**src/rtl/btn_conditioner_pkg.sv**
```systemverilog
// Shared types and defaults for the push-button conditioner.
package btn_conditioner_pkg;

  typedef enum logic [1:0] {
    ST_IDLE   = 2'd0,
    ST_DELAY  = 2'd1,
    ST_REPEAT = 2'd2
  } btn_state_e;

  localparam int DEF_NBTN    = 4;
  localparam int DEF_SMP_DIV = 100000;
  localparam int DEF_STABLE  = 8;
  localparam int DEF_REP_EN  = 1;
  localparam int DEF_REP_DLY = 500;
  localparam int DEF_REP_PER = 100;

  // Bits needed for a counter holding 0..n-1 (at least one bit).
  function automatic int cnt_w(input int n);
    return (n <= 2) ? 1 : $clog2(n);
  endfunction

endpackage

```
**src/rtl/btn_conditioner_if.sv**
```systemverilog
// Button bundle: raw pins in, conditioned level/pulse/hold out.
interface btn_conditioner_if
  import btn_conditioner_pkg::*;
#(
  parameter int NBTN = DEF_NBTN
);
  logic [NBTN-1:0] BTNIN;
  logic [NBTN-1:0] BTNLVL;
  logic [NBTN-1:0] BTNOUT;
  logic [NBTN-1:0] BTNHOLD;

  modport master (output BTNIN, input BTNLVL, input BTNOUT, input BTNHOLD);
  modport slave  (input BTNIN, output BTNLVL, output BTNOUT, output BTNHOLD);
endinterface

```
**src/rtl/btn_conditioner_chan.sv**
```systemverilog
// One button channel: synchroniser, tick-sampled debouncer and
// press/auto-repeat pulse FSM with registered outputs.
module btn_conditioner_chan
  import btn_conditioner_pkg::*;
#(
  parameter int STABLE  = DEF_STABLE,
  parameter int REP_EN  = DEF_REP_EN,
  parameter int REP_DLY = DEF_REP_DLY,
  parameter int REP_PER = DEF_REP_PER
) (
  input  logic clk_i,
  input  logic rst_ni,
  input  logic tick_i,
  input  logic btn_i,
  output logic lvl_o,
  output logic out_o,
  output logic hold_o
);

  localparam int DB_W = cnt_w(STABLE);
  localparam logic [DB_W-1:0] DB_LAST = DB_W'(STABLE - 1);
  localparam int REP_MAX = (REP_DLY > REP_PER) ? REP_DLY : REP_PER;
  localparam int REP_W = cnt_w(REP_MAX);
  localparam logic [REP_W-1:0] DLY_LAST = REP_W'(REP_DLY - 1);
  localparam logic [REP_W-1:0] PER_LAST = REP_W'(REP_PER - 1);

  logic [1:0]       sync_q;
  logic [DB_W-1:0]  db_cnt_q, db_cnt_d;
  logic             lvl_q, lvl_d;
  logic             rise, fall;
  btn_state_e       state_q;
  logic [REP_W-1:0] rep_cnt_q;
  logic             out_q, hold_q;

  // Two-flop synchroniser; sync_q[1] is the only copy used downstream.
  always_ff @(posedge clk_i or negedge rst_ni) begin
    if (!rst_ni) sync_q <= '0;
    else         sync_q <= {sync_q[0], btn_i};
  end

  // Debounce: STABLE consecutive disagreeing tick samples flip the level.
  always_comb begin
    db_cnt_d = db_cnt_q;
    lvl_d    = lvl_q;
    if (tick_i) begin
      if (sync_q[1] == lvl_q) begin
        db_cnt_d = '0;
      end else if (db_cnt_q == DB_LAST) begin
        lvl_d    = ~lvl_q;
        db_cnt_d = '0;
      end else begin
        db_cnt_d = db_cnt_q + DB_W'(1);
      end
    end
  end

  assign rise = lvl_d & ~lvl_q;
  assign fall = ~lvl_d & lvl_q;

  // Debounced level and its progress counter.
  always_ff @(posedge clk_i or negedge rst_ni) begin
    if (!rst_ni) begin
      db_cnt_q <= '0;
      lvl_q    <= 1'b0;
    end else begin
      db_cnt_q <= db_cnt_d;
      lvl_q    <= lvl_d;
    end
  end

  // Press/repeat FSM; a release always wins and silences the channel.
  always_ff @(posedge clk_i or negedge rst_ni) begin
    if (!rst_ni) begin
      state_q   <= ST_IDLE;
      rep_cnt_q <= '0;
      out_q     <= 1'b0;
      hold_q    <= 1'b0;
    end else begin
      out_q <= 1'b0;
      if (fall) begin
        state_q   <= ST_IDLE;
        rep_cnt_q <= '0;
        hold_q    <= 1'b0;
      end else begin
        case (state_q)
          ST_IDLE: begin
            if (rise) begin
              out_q     <= 1'b1;
              rep_cnt_q <= '0;
              if (REP_EN != 0) state_q <= ST_DELAY;
            end
          end
          ST_DELAY: begin
            if (tick_i) begin
              if (rep_cnt_q == DLY_LAST) begin
                out_q     <= 1'b1;
                rep_cnt_q <= '0;
                hold_q    <= 1'b1;
                state_q   <= ST_REPEAT;
              end else begin
                rep_cnt_q <= rep_cnt_q + REP_W'(1);
              end
            end
          end
          ST_REPEAT: begin
            if (tick_i) begin
              if (rep_cnt_q == PER_LAST) begin
                out_q     <= 1'b1;
                rep_cnt_q <= '0;
              end else begin
                rep_cnt_q <= rep_cnt_q + REP_W'(1);
              end
            end
          end
          default: begin
            state_q   <= ST_IDLE;
            rep_cnt_q <= '0;
            hold_q    <= 1'b0;
          end
        endcase
      end
    end
  end

  assign lvl_o  = lvl_q;
  assign out_o  = out_q;
  assign hold_o = hold_q;

endmodule

```
**src/rtl/btn_conditioner.sv**
```systemverilog
// Multi-channel button front end: shared sample tick plus one
// conditioning channel per button.
module btn_conditioner
  import btn_conditioner_pkg::*;
#(
  parameter int NBTN    = DEF_NBTN,
  parameter int SMP_DIV = DEF_SMP_DIV,
  parameter int STABLE  = DEF_STABLE,
  parameter int REP_EN  = DEF_REP_EN,
  parameter int REP_DLY = DEF_REP_DLY,
  parameter int REP_PER = DEF_REP_PER
) (
  input logic              CLK,
  input logic              RST_N,
  btn_conditioner_if.slave bus
);

  localparam int TICK_W = cnt_w(SMP_DIV);
  localparam logic [TICK_W-1:0] TICK_LAST = TICK_W'(SMP_DIV - 1);

  logic [TICK_W-1:0] tick_cnt_q, tick_cnt_d;
  logic              tick;
  logic [NBTN-1:0]   lvl, out, hold;

  assign tick       = (tick_cnt_q == TICK_LAST);
  assign tick_cnt_d = tick ? '0 : tick_cnt_q + TICK_W'(1);

  // Free-running sample divider shared by every channel.
  always_ff @(posedge CLK or negedge RST_N) begin
    if (!RST_N) tick_cnt_q <= '0;
    else        tick_cnt_q <= tick_cnt_d;
  end

  for (genvar i = 0; i < NBTN; i++) begin : g_chan
    btn_conditioner_chan #(
      .STABLE (STABLE),
      .REP_EN (REP_EN),
      .REP_DLY(REP_DLY),
      .REP_PER(REP_PER)
    ) u_chan (
      .clk_i (CLK),
      .rst_ni(RST_N),
      .tick_i(tick),
      .btn_i (bus.BTNIN[i]),
      .lvl_o (lvl[i]),
      .out_o (out[i]),
      .hold_o(hold[i])
    );
  end

  assign bus.BTNLVL  = lvl;
  assign bus.BTNOUT  = out;
  assign bus.BTNHOLD = hold;

endmodule

```
**src/flat_wrapper.sv**
```systemverilog
// flat-port wrapper written by rule: the top's interface ports become plain ports
module btn_conditioner_flat import btn_conditioner_pkg::*;
#(
  parameter int NBTN    = DEF_NBTN,
  parameter int SMP_DIV = DEF_SMP_DIV,
  parameter int STABLE  = DEF_STABLE,
  parameter int REP_EN  = DEF_REP_EN,
  parameter int REP_DLY = DEF_REP_DLY,
  parameter int REP_PER = DEF_REP_PER
)
  (CLK, RST_N, bus_BTNIN, bus_BTNLVL, bus_BTNOUT, bus_BTNHOLD);
  btn_conditioner_if #(.NBTN(NBTN)) bus_i ();
  input logic CLK;
  input logic RST_N;
  input wire logic [$bits(bus_i.BTNIN)-1:0] bus_BTNIN;
  output wire logic [$bits(bus_i.BTNLVL)-1:0] bus_BTNLVL;
  output wire logic [$bits(bus_i.BTNOUT)-1:0] bus_BTNOUT;
  output wire logic [$bits(bus_i.BTNHOLD)-1:0] bus_BTNHOLD;
  assign bus_i.BTNIN = bus_BTNIN;
  assign bus_BTNLVL = bus_i.BTNLVL;
  assign bus_BTNOUT = bus_i.BTNOUT;
  assign bus_BTNHOLD = bus_i.BTNHOLD;
  btn_conditioner #(.NBTN(NBTN), .SMP_DIV(SMP_DIV), .STABLE(STABLE), .REP_EN(REP_EN), .REP_DLY(REP_DLY), .REP_PER(REP_PER)) u_core (.CLK(CLK), .RST_N(RST_N), .bus(bus_i));
endmodule
```
**config.mk**
```make
export PLATFORM = sky130hd
export DESIGN_NAME = btn_conditioner_flat
export DESIGN_NICKNAME = d
export VERILOG_FILES = /design/src/rtl/btn_conditioner_pkg.sv /design/src/rtl/btn_conditioner_if.sv /design/src/rtl/btn_conditioner_chan.sv /design/src/rtl/btn_conditioner.sv /design/src/flat_wrapper.sv
export SDC_FILE = /design/constraint.sdc
export NUM_CORES = 1
export LEC_CHECK = 0
export ABC_CLOCK_PERIOD_IN_PS = 4550
export BUFFER_PORTS_ARGS = -buffer_cell sky130_fd_sc_hd__buf_2
export CORE_MARGIN = 2
export CORE_UTILIZATION = 62
export DETAILED_ROUTE_END_ITERATION = 12
export HOLD_SLACK_MARGIN = 0.03
export PLACE_DENSITY = 0.84
export SLEW_MARGIN = 20
export SYNTH_ARGS = -nofsm -noshare
export SYNTH_HDL_FRONTEND = slang
export SYNTH_SLANG_ARGS = --single-unit
```
**constraint.sdc**
```tcl
create_clock -name CLK -period 4.55 [get_ports CLK]
set_input_delay 0.455 -clock CLK [delete_from_list [all_inputs] [get_ports CLK]]
set_output_delay 0.455 -clock CLK [all_outputs]
set_load 0.03 [all_outputs]
```
==> metrics.md <==
| Metric | Value |
|---|---|
| Register-to-Register Path Depth | 11 |
| Slowest stage cell on the critical path | sky130_fd_sc_hd__or4b_4 |
| Number of storage elements in the synthesis netlist | 93 |
| Per-instance average area after synthesis | 9.724 µm² |
| Least-Margin Pin Slew | 0.7325 ns |
| Root buffer selected by CTS | sky130_fd_sc_hd__clkbuf_8 |
| Slack of the worst reg-to-reg path | 0.60 ns |
| Category of the worst setup path launch point | flop |
| Growth of design area from synthesis to finish | 6.869% |
| Count of cell types in the netlist | 55 |
| Yosys top cell area share | 43.75% |
| WL met3 | 352 µm |
| Detailed Route Iter0 Violations | 182 |
| Number of search-and-repair iterations in the first detailed-routing pass | 4 |
| Count of buffers inserted at the top-level ports | 17 |
| Filler Cells Inserted | 621 |
| Arrival time of the worst setup path | 4.19 ns |
| Die Y | 96.62 µm |
| Final design utilization | 68.83% |
| Share of the clock period used by the worst path after layout | 86.72% |
| Sort of element at the end of the critical path | flop |
| Post-CTS Setup Inserts | 0 |
| Skew-Pair Late Insertion Delay | 0.36 ns |
| MaxCap Viol Count | 0 |
| Peak per-stage delay on the critical path | 0.57 ns |
| Number of global-route vias before repair | 4100 |
| Class of the most critical setup path | flop to flop |
| Post-detailed-route count of antenna-violating nets | 0 |
| RSZ-0062 raised after global routing | no |
| Count leader, synth | sky130_fd_sc_hd__dfrtp_1 |
| Origin of the critical flop-to-flop path | u_core.tick_cnt_q[8] |
| Initial cell density of the core | 64.41% |
| Final-stage net count | 611 |
| Count of antenna diodes in the layout | 0 |
| Wire length of the first global-routing pass | 18040 µm |
| Area of the die | 9335 µm² |
| Clock tree skew after final layout | 0.009604 ns |
| Status | finished, final reports clean |
| Cell type with the highest aggregate area in the netlist | sky130_fd_sc_hd__dfrtp_1 |
| Largest delay contributor family on the critical path | simple AND/OR/NAND/NOR gates |
| Number of placed I/O pins | 18 |
| Area of the placeable core | 8258 µm² |
| Maximum number of buffers from clock root to sink | 2 |
| Reg-to-reg endpoint | u_core.g_chan[0].u_chan.rep_cnt_q[0] |
| Final global-route overflow total | 0 |
| Post-synth top cells | 93 x sky130_fd_sc_hd__dfrtp_1, 50 x sky130_fd_sc_hd__nand2_1, 45 x sky130_fd_sc_hd__ha_1, 45 x sky130_fd_sc_hd__nor2_1, 40 x sky130_fd_sc_hd__o21ai_0 |
| Type of the tightest min-delay check | input pin to async pin |
| CTS tree | yes |
| Leakage | 2.845 nW |
| Top FF cell, synth | sky130_fd_sc_hd__dfrtp_1 |
| Total number of vias | 4081 |
| CP required | 4.80 ns |
| Detailed-route DRC error count | 0 |
| Number of antenna violations at the first check in global routing | 0 |
| Width of the chip | 96.62 µm |
| Max-slew violations | 0 |
| Maximum VDD drop | 0.0001626 V |
| Cell types occupying the most area after synthesis | sky130_fd_sc_hd__dfrtp_1 44%, sky130_fd_sc_hd__ha_1 11%, sky130_fd_sc_hd__a22o_1 5.1% |
| Largest fanout on the critical path | 12 |
| Count of instances resized after the clock tree is built | 0 |
| Ratio of cells with drive above 1 in the final layout | 8.142% |
| Final Hold Viols | 0 |
| Total standard cell area after synthesis | 5319 µm² |
| Total setup violations reported at the end of the flow | 0 |
| Gr usage total | 23.07% |
| Standard-cell row count | 33 |
| Clock sink count | 93 |
| Sum Neg Setup Slack | 0 ns |
| Total nets after synthesis | 598 |
| Per-cell routed wire length | 15.47 µm |
| Sequential fraction of the synthesis area | 43.75% |
| HPWL after DPL | 7388 µm |
| Buffering stage count on the worst path with inverters included | 1 |
| List of cells traversed by the critical path | or4b_4 > nor4_2 > buf_4 > nand2_1 > mux2i_1 > ha_1 > and3b_1 > o22a_1 > o22ai_1 > nor2_1 > mux2_2 |
| Ratio of total power to cell area | 258.2 nW/µm² |
| Gate count after technology mapping | 547 |
| Syn. warnings | 0 |
| Maximum number of pins on one net before global-route repair | 55 |
| Via-to-Cell Ratio | 6.091 |
| Max Clk Rate | 0.2534 GHz |
| Cts hold-fix bufs | 0 |
| RePlAce Congestion | 0.9240 |
| Share of synthesized flip-flops with an asynchronous set or reset | 100.0% |
| Number of buffers created by CTS | 9 |
| Routed wire length | 10370 µm |
| Worst slew margin relative to its limit | 50.71% |
| Wire length on met2 | 5166 µm |
| CTS clk-pin slew, worst paths | 0.09 ns |
| Max Used Layer | met4 |
| Clock H-tree levels | 3 |
| Final critical path time including I/O delays and setup | 3.946 ns |
| Count of flip-flops with a built-in enable after synthesis | 0 |
| Routed length on met1 | 4641 µm |
==> final cells by class <==
class                           instances  area, µm²  area share [%]
Timing Repair Buffer                   22      125.1           2.201
Inverter                               30      112.6           1.981
Multi-Input combinational cell        404       2763           48.60
Sequential cell                        93       2327           40.94
Clock inverter                          4      70.07           1.233
Tap cell                              105      131.4           2.311
Clock buffer                           12      155.1           2.729
==> flip-flops by register name (all words and copies together), names as in the netlist <==
register                        cells
u_core.g_chan.u_chan.db_cnt_q      12
u_core.tick_cnt_q                  17
u_core.g_chan.u_chan.hold_o         4
u_core.g_chan.u_chan.rep_cnt_q     36
u_core.g_chan.u_chan.sync_q         8
u_core.g_chan.u_chan.state_q        8
u_core.g_chan.u_chan.lvl_o          4
u_core.g_chan.u_chan.out_o          4
==> cell usage in the layout (no fill, tap or decap), types with 6 or more instances in the layout <==
cell | synthesis | final
sky130_fd_sc_hd__dfrtp_1 | 93 | 93
sky130_fd_sc_hd__nand2_1 | 50 | 50
sky130_fd_sc_hd__nor2_1 | 45 | 45
sky130_fd_sc_hd__ha_1 | 45 | 45
sky130_fd_sc_hd__o21ai_0 | 40 | 40
sky130_fd_sc_hd__a22o_1 | 31 | 31
sky130_fd_sc_hd__inv_1 | 30 | 30
sky130_fd_sc_hd__nand3_1 | 25 | 25
sky130_fd_sc_hd__nor3_1 | 19 | 19
sky130_fd_sc_hd__buf_2 | 2 | 16
sky130_fd_sc_hd__and3_1 | 15 | 15
sky130_fd_sc_hd__xnor2_1 | 11 | 11
sky130_fd_sc_hd__clkbuf_8 | 0 | 11
sky130_fd_sc_hd__nand2b_1 | 9 | 9
sky130_fd_sc_hd__nor2b_1 | 9 | 9
sky130_fd_sc_hd__mux2i_1 | 7 | 7
sky130_fd_sc_hd__xor2_1 | 7 | 7
sky130_fd_sc_hd__or3_1 | 6 | 6
sky130_fd_sc_hd__nor4_1 | 7 | 6
sky130_fd_sc_hd__buf_4 | 12 | 6
==> stage by stage <==
step	area, µm²	worst slack, ns	power, mW	std cells	hold WS [ns]
after floorplan	5319	0.8357	0.8499	547	0.1594
after global placement	5459	0.8119	0.8699	654	0.3347
after detailed placement	5459	0.6592	0.8704	654	0.3355
after CTS	5684	0.6355	1.483	670	0.07490
after global routing	5684	0.3246	1.534	670	0.09476
final	5684	0.6042	1.468	670	0.05919
==> worst max-delay path by stage <==
stage	cells past startpoint	start	slack, ns	to
floorplan	11	u_core.tick_cnt_q[8]	0.84	u_core.g_chan[0].u_chan.rep_cnt_q[0]
global placement	11	u_core.tick_cnt_q[11]	0.81	u_core.g_chan[0].u_chan.rep_cnt_q[0]
detailed placement	11	u_core.tick_cnt_q[11]	0.66	u_core.g_chan[0].u_chan.rep_cnt_q[0]
CTS	11	u_core.tick_cnt_q[11]	0.64	u_core.g_chan[0].u_chan.rep_cnt_q[0]
global route	11	u_core.tick_cnt_q[11]	0.32	u_core.g_chan[0].u_chan.rep_cnt_q[0]
finish	11	u_core.tick_cnt_q[8]	0.60	u_core.g_chan[0].u_chan.rep_cnt_q[0]
==> where the power goes <==
group	switching, mW	internal (mW)	leakage (nW)
clock	0.277	0.338	0.116
sequential	0.00212	0.829	1.27
combinational	0.0174	0.00367	1.46
total	0.297	1.17	2.84
==> layer usage <==
layer,track usage (%),vias up
li1,-,1988
met1,29.38,2002
met2,38.35,71
met3,5.997,20
met4,7.909,0
met5,0,-
==> cells by family after synthesis <==
kind of cell             share of synthesized area [%]
buffers and inverters                            4.423
flip-flops                                       43.75
AND/OR/NAND/NOR                                  20.28
adder cells (fa/ha/maj)                          10.59
XOR/XNOR                                         2.964
multiplexers                                     2.376
AO/OA/AOI/OAI                                    15.62
(Power assumes the default switching activity.)
